===== src/rtl/txhex_uart.sv =====
// txhex_uart: prints a DW-bit word as ASCII hex over an 8N1 serial line.
// Frame: optional "0x", DW/4 hex digits MSB-first, optional "\r\n" / "\n".
//
// state     | meaning
// ----------+-----------------------------------------------
// S_IDLE    | nothing in flight, line idle high
// S_PREFIX0 | sending '0' of the "0x" prefix
// S_PREFIX1 | sending 'x' of the "0x" prefix
// S_DIGIT   | sending one hex digit taken from the top nibble
// S_EOL_CR  | sending carriage return (0x0d)
// S_EOL_LF  | sending line feed (0x0a)
module txhex_uart #(
  parameter int DW              = 32,
  parameter int CLOCKS_PER_BAUD = 868,
  parameter int PREFIX          = 1,
  parameter int UPPER           = 0,
  parameter int EOL             = 2
) (
  input  logic          i_clk,
  input  logic          i_reset,
  input  logic          i_stb,
  input  logic [DW-1:0] i_data,
  output logic          o_busy,
  output logic          o_uart_tx
);

  localparam int          NDIG      = DW / 4;
  localparam int          NCHAR     = 2 * PREFIX + NDIG + EOL;
  localparam logic [23:0] BAUD_LAST = 24'(CLOCKS_PER_BAUD - 1);
  localparam logic [4:0]  CHAR_LAST = 5'(NCHAR - 1);
  localparam logic [4:0]  DIG_INIT  = 5'(NDIG);

  typedef enum logic [2:0] {
    S_IDLE, S_PREFIX0, S_PREFIX1, S_DIGIT, S_EOL_CR, S_EOL_LF
  } state_t;

  state_t        state_q, state_d, nxt_state;
  logic [DW-1:0] sreg_q, sreg_d;
  logic [4:0]    dig_left_q, dig_left_d;
  logic [4:0]    char_idx_q, char_idx_d;
  logic [7:0]    char_q, char_d;
  logic [3:0]    bit_q, bit_d;
  logic [23:0]   baud_q, baud_d;
  logic          tx_q, tx_d;
  logic          busy_q, busy_d;

  logic          load;
  logic [DW-1:0] src;
  logic [4:0]    dig_base;

  function automatic logic [7:0] hex_char(input logic [3:0] nib);
    if (nib < 4'd10) return 8'h30 + {4'h0, nib};
    else             return ((UPPER != 0) ? 8'h41 : 8'h61) + {4'h0, nib} - 8'd10;
  endfunction

  // Which character follows the one currently in flight (from idle: the first one).
  always_comb begin
    nxt_state = S_IDLE;
    case (state_q)
      S_IDLE:    nxt_state = (PREFIX != 0) ? S_PREFIX0 : S_DIGIT;
      S_PREFIX0: nxt_state = S_PREFIX1;
      S_PREFIX1: nxt_state = S_DIGIT;
      S_DIGIT: begin
        if (dig_left_q != 5'd0) nxt_state = S_DIGIT;
        else if (EOL == 2)      nxt_state = S_EOL_CR;
        else if (EOL == 1)      nxt_state = S_EOL_LF;
        else                    nxt_state = S_IDLE;
      end
      S_EOL_CR:  nxt_state = S_EOL_LF;
      default:   nxt_state = S_IDLE;
    endcase
  end

  // Bit engine and character sequencer: baud countdown, bit stepping, char loading.
  always_comb begin
    state_d    = state_q;
    sreg_d     = sreg_q;
    dig_left_d = dig_left_q;
    char_idx_d = char_idx_q;
    char_d     = char_q;
    bit_d      = bit_q;
    baud_d     = baud_q;
    tx_d       = tx_q;
    busy_d     = busy_q;
    load       = 1'b0;
    src        = sreg_q;
    dig_base   = dig_left_q;

    if (!busy_q) begin
      if (i_stb) begin
        load       = 1'b1;
        busy_d     = 1'b1;
        char_idx_d = 5'd0;
        src        = i_data;
        dig_base   = DIG_INIT;
      end
    end else if (baud_q != 24'd0) begin
      baud_d = baud_q - 24'd1;
    end else if (bit_q != 4'd9) begin
      bit_d  = bit_q + 4'd1;
      baud_d = BAUD_LAST;
      tx_d   = (bit_q == 4'd8) ? 1'b1 : char_q[bit_q[2:0]];
    end else if (char_idx_q == CHAR_LAST) begin
      busy_d     = 1'b0;
      state_d    = S_IDLE;
      char_idx_d = 5'd0;
      bit_d      = 4'd0;
      tx_d       = 1'b1;
    end else begin
      load       = 1'b1;
      char_idx_d = char_idx_q + 5'd1;
    end

    if (load) begin
      state_d    = nxt_state;
      bit_d      = 4'd0;
      baud_d     = BAUD_LAST;
      tx_d       = 1'b0;
      sreg_d     = src;
      dig_left_d = dig_base;
      case (nxt_state)
        S_PREFIX0: char_d = 8'h30;
        S_PREFIX1: char_d = 8'h78;
        S_DIGIT: begin
          char_d     = hex_char(src[DW-1 -: 4]);
          sreg_d     = src << 4;
          dig_left_d = dig_base - 5'd1;
        end
        S_EOL_CR:  char_d = 8'h0d;
        S_EOL_LF:  char_d = 8'h0a;
        default:   char_d = 8'h00;
      endcase
    end
  end

  // State registers; reset drops the line to idle and abandons any partial frame.
  always_ff @(posedge i_clk or posedge i_reset) begin
    if (i_reset) begin
      state_q    <= S_IDLE;
      sreg_q     <= '0;
      dig_left_q <= 5'd0;
      char_idx_q <= 5'd0;
      char_q     <= 8'h00;
      bit_q      <= 4'd0;
      baud_q     <= 24'd0;
      tx_q       <= 1'b1;
      busy_q     <= 1'b0;
    end else begin
      state_q    <= state_d;
      sreg_q     <= sreg_d;
      dig_left_q <= dig_left_d;
      char_idx_q <= char_idx_d;
      char_q     <= char_d;
      bit_q      <= bit_d;
      baud_q     <= baud_d;
      tx_q       <= tx_d;
      busy_q     <= busy_d;
    end
  end

  assign o_busy    = busy_q;
  assign o_uart_tx = tx_q;

endmodule


===== config.mk =====
export PLATFORM = sky130hd
export DESIGN_NAME = txhex_uart
export DESIGN_NICKNAME = d
export VERILOG_FILES = /design/src/rtl/txhex_uart.sv
export SDC_FILE = /design/constraint.sdc
export NUM_CORES = 1
export LEC_CHECK = 0
export ABC_AREA = 1
export CORE_UTILIZATION = 54
export DETAILED_ROUTE_END_ITERATION = 10
export PLACE_DENSITY = 0.75
export RECOVER_POWER = 100
export SYNTH_ARGS = -nofsm -noshare
export SYNTH_HDL_FRONTEND = slang
export SYNTH_SLANG_ARGS = --single-unit

===== constraint.sdc =====
create_clock -name i_clk -period 2.6 [get_ports i_clk]
set_clock_uncertainty 0.05 [all_clocks]
set_input_delay 0.52 -clock i_clk [delete_from_list [all_inputs] [get_ports i_clk]]
set_output_delay 0.52 -clock i_clk [all_outputs]
set_load 0.03 [all_outputs]

======== Yosys cells after proc, flatten, opt, wreduce, memory -nomap -nowiden ========
Index checks and enable logic that the tools add are counted.
cells by class
  equal/unequal tests ..................... 16
  magnitude comparators ................... 2
  mux-type cells .......................... 45
  $mul .................................... 0
  add/sub/neg operators ................... 7
  shift-type cells ........................ 0
  reductions and logical operators ........ 12
  div/mod/pow operators ................... 0
  bitwise gates (word level) .............. 0
operators with widths
  cell                                                                   number
  24-bit two-way mux                                                     4
  32-bit two-way mux                                                     3
  5-bit two-way mux                                                      8
  8-bit case mux with 5 select lines                                     1
  24-bit nonzero test                                                    1
  24-bit by 1-bit subtractor with 24-bit output (second input constant)  1
  4-bit two-way mux                                                      5
  3-bit two-way mux                                                      6
  1-bit two-way mux                                                      15
  3-bit case mux with 5 select lines                                     1
  3-bit by 2-bit == test with 1-bit output (second input constant)       4
  3-bit == test (second input constant)                                  3
  7-bit by 4-bit adder with 8-bit output (first input constant)          1
  8-bit two-way mux                                                      1
  2-bit != test (second input constant)                                  4
  8-bit by 4-bit subtractor with 8-bit output (second input constant)    1
  6-bit by 4-bit adder with 7-bit output (first input constant)          1
  3-bit by 1-bit == test with 1-bit output (second input constant)       2
  3-bit AND reduction                                                    2
  2-bit nonzero test                                                     3
  3-bit nonzero test                                                     2
  5-bit by 1-bit adder with 5-bit output (second input constant)         1
  5-bit by 4-bit == test with 1-bit output (second input constant)       1
  5-bit nonzero test                                                     1
  10 further kinds                                                       10
storage, ports and cells
  bits in read-only memories .............. 0
  latch bits .............................. 0
  RAM bits ................................ 0
  logic and storage cells ................. 91
  memories kept ........................... 0
  flip-flop bits (word level) ............. 83
  bits of input ports ..................... 35
  output and inout bits ................... 2

======== Longest topological paths before layout ========
  depth in word-level cells ............... 7
  mapped depth ............................ 15
  depth with buffers taken out ............ 13

======== Worst setup path before layout ========
Ideal clock, no wire load.
  path type ............................... reg2reg
  start ................................... register busy_q (netlist: o_busy)
  end ..................................... register dig_left_q[4]
  required time ........................... 2.434 ns
  path slack .............................. 0.428 ns
  library setup time ...................... 0.116 ns
  cell stages (with the launch flop) ...... 15
  arrival time ............................ 2.005 ns
  clock period less this slack ............ 2.172 ns
  buffers on the path ..................... 4
  cell sequence ........................... dfrtp_1 buf_6 inv_2 nand2_1 buf_4 buf_4 buf_4 nand2_1 ha_1 nand4_1 xor2_1 nand2_1 o21ai_0 nand2_1 nand2_1
on the way
  cells in the longest elaborated chain, start to end .. 3
  elaborated cells on any way between the ends .. 4
  those cells by class .................... 1 x add/sub; 3 x mux
ends and longest elaborated chain
  what                                         RTL line  RTL
  from (decl)                                  45        logic busy_q, busy_d;
  from (signal assigned)                       157       busy_q <= busy_d;
  5-bit two-way mux                            89        if (!busy_q) begin
  5-bit by 1-bit subtractor with 5-bit output  127       dig_left_d = dig_base - 5'd1;
  5-bit two-way mux                            121       case (nxt_state)
  to (signal assigned)                         151       dig_left_q <= dig_left_d;
  to (decl)                                    39        logic [4:0] dig_left_q, dig_left_d;
Several ways; a longest one is shown, not always the timed one.
A chain may end at the register's enable or synchronous reset.

======== Worst setup path after layout ========
  start ................................... register baud_q[0]
  end ..................................... register dig_left_q[2]
on the way
  cells in the longest elaborated chain, start to end .. 3
ends and longest elaborated chain
  what                    RTL line  RTL
  from (decl)             43        logic [23:0] baud_q, baud_d;
  from (signal assigned)  155       baud_q <= baud_d;
  24-bit nonzero test     97        end else if (baud_q != 24'd0) begin
  1-bit two-way mux       97
  1-bit two-way mux       89
Every way passes these cells.

==> metrics.md <==
| Metric | Value |
|---|---|
| Status | finished clean |
| Top FF cell, synth | dfrtp_1 |
| Final period util | between 90 and 100% |
| Worst Tran Pin Value | 969.8 ps |
| Global route total overflow | 0 |
| Fin util | 63.69% |
| Critical path capture point type | register |
| Worst Hold Class | reg -> reg |
| Synth Register Bits | 82 |
| P&R area growth vs syn | 11.95% |
| Met1 usage | 32.86% |
| Share of cells above drive strength 1 | 7.447% |
| Kind of critical path | reg -> reg |
| EDFF count, synth | 0 |
| First-pass GRT wire length | 20290 microns |
| Clock Tree Root | clkbuf_8 |
| DRT antenna net count | 0 |
| Vias in the first global route | 4490 |
| DRT Wirelength | between 10000 and 15000 microns |
| Syn_nets | 754 |
| Iter 0 DRT Violations | 238 |
| Io pins | 37 |
| Ant diodes | 0 |
| Final Slew Violations | 0 |
| Global placement routability congestion | 0.8491 |
| Global routing's busiest layer | met2 |
| Seq pwr share | 55.1% |
| Post-DR vias/cell | approximately 5.5 |
| Post-synth top area share | ~40% |
| Switching part of the total power | 22.48% |
| Startpoint types | register |
| Post-CTS sizing | 0 |
| Vias | 4703 |
| Netlist cell types | 33 |
| Die extent in y | 98.79 microns |
| RSZ-0062 raised after global routing | no |
| Critical Path Fanout Max | 61 |
| CTS Buffer Depth | 2 |
| CTS Buf Count | 9 |
| Mean Syn Cell Area | 7.075 sq um |
| CTS Sinks | 82 |
| Nets | 786 |
| Full die area | 9758 sq um |
| Ys async rst share | 100.0% |
| Cell type with the highest aggregate area in the netlist | dfrtp_1 |
| Worst skew pair latency | roughly 360 ps |
| Final setup violating endpoints | 0 |
| Total track usage | 25.92% |
| CTS tree | done |
| Port bufs | 36 |
| Worst slew margin relative to its limit | 34.99% |
| Initial antenna violation count | 0 |
| Leakage | 2.504 nW |
| Placeable Area | 8891 sq um |
| # hold bufs at CTS | 0 |
| Synth area leaders | dfrtp_1, nand2_1, o21ai_0 |
| Met2 GRT Util | 44.06% |
| Clock power share | 41.1% |
| Post-synthesis cell area | 5059 sq um |
| Sequential share of the synthesized area | about 41% |
| Synth warn | 0 |
| Drt pass-1 iters | 5 |
| Combinational Power Share | 3.8% |
| Met3 GRT Util | 5.745% |
| Worst path required time | 2810 ps |
| # Post-CTS Setup Buffers | 0 |
| Site row count | 34 |
| H-Tree Depth | 3 |
| Total Negative Setup Slacks | 0 ps |
| Top cells by count, synth | nand2_1, dfrtp_1, o21ai_0 |
| Top-count cell post-synth | nand2_1 |
| Internal power | 0.001798 W |
| Initial core utilization | 56.90% |
| Maxcap violations | 0 |
| Fmax | 422.8 MHz |
| Pin count of the biggest net entering global routing | 62 |
| Wire per inst | 13.62 microns |
| VDD IR max | 0.2495 mV |
| Worst-path clk slew | ~90 ps |
| Cell count after synthesis | 715 |
| Psw | around 0.00052 W |
| Fin. Hold Viols | 0 |
| DP HPWL | 8224 microns |
| Die W | around 100 microns |
| DRC Markers | 0 |
| Final Critical Period | 2365 ps |
| PwrDens | between 400 and 500 nW/um^2 |
| Critical Path AT | 2570 ps |
## final cells by class
class	count	area (sq um)
multi-input cells	546	2576
clock buffers	12	145.1
repair buffers	50	483.0
fillers	791	3228
clock inverters	4	51.30
inverters	58	219.0
flip-flops and latches	82	2053
well taps	108	135.1
## registers in the layout, indices dropped and copies added (netlist names)
| name | flops |
|---|---|
| bit_q | 4 |
| baud_q | 24 |
| o_uart_tx | 1 |
| sreg_q | 32 |
| o_busy | 1 |
| state_q | 3 |
| char_idx_q | 5 |
| dig_left_q | 5 |
| char_q | 7 |
## cells in the final DEF (no fill, tap or decap), types with 2 or more instances in the layout
cell type          n
buf_4              9
xor2_1            16
clkbuf_8          10
o21ai_2            2
dlygate4sd3_1      3
clkdlybuf4s50_1   33
clkbuf_1           2
ha_1               4
or2_2              6
nor2_2             4
nand3b_1           2
buf_12             2
o21ai_0           87
xnor2_1            4
nor2_1            55
nand2_1          256
nor3_1             4
inv_2              5
nand4_1            2
nand2_2            4
o21a_1             4
nor2_4             2
dfrtp_1           81
mux2i_1            6
a31oi_1            2
o21ai_1            5
a21oi_1            2
nand3_1           75
clkbuf_2           3
inv_1             52
## power by group through the flow
stage | logic (W) | registers (W) | clock network (W)
6_report | 0.0000890 | 0.00128 | 0.000953
5_1_grt | 0.0000990 | 0.00128 | 0.00103
4_1_cts | 0.0000985 | 0.00128 | 0.000971
3_5_place_dp | 0.0000982 | 0.00130 | 0
3_3_place_gp | 0.0000968 | 0.00130 | 0
2_1_floorplan | 0.0000267 | 0.00130 | 0
## routing by layer
layer  vias to the layer above  wire (microns)
li1                       2347               -
met4                         0             188
met2                       125            5730
met5                         -               0
met3                        17             505
met1                      2214            5287
## logic make-up after synthesis
group                      Yosys count  synth area share (%)
AOI/OAI and AO/OA                  103                 10.81
adders and majority gates            4                0.9894
DFF                                 82                 40.59
muxes                                6                 1.187
xor gates and xnor gates            20                 3.463
and+or+nand+nor                    413                 34.53
buffers and inverters               87                 8.434
## path summary, 6_finish.rpt
kind	start	to	slack, ps	cells past startpoint
worst max-delay path	baud_q[0]	dig_left_q[2]	230	12
worst min-delay path	sreg_q[0]	sreg_q[0]	430	2
worst max register to register	baud_q[0]	dig_left_q[2]	230	12
worst min register to register	sreg_q[0]	sreg_q[0]	430	2
max in group asynchronous	i_reset	baud_q[7]	490	3
min in group asynchronous	i_reset	state_q[0]	730	2
## critical path: stages (launching register included)
cell	delay (ps)
dfrtp_1	400
inv_1	130
ha_1	310
nand2_2	160
nor2_4	200
nand2_2	110
nor2_4	130
nand3_4	180
nand2_8	110
buf_12	240
nand2_1	90
nand2_1	70
nand2_1	50
## through the flow
step	hold slack, ps	std cells	instance area (sq um)	total power (W)	worst slack [ps]
after CTS	435.2	860	5703	0.002347	229.2
after floorplan	391.7	715	5062	0.001329	428.4
after detailed placement	413.8	844	5507	0.001401	135.6
after global placement	404.8	844	5507	0.001399	285.4
after global routing	446.9	860	5663	0.002402	34.96
final	434.5	860	5663	0.002319	234.8
(Power assumes the default switching activity.)
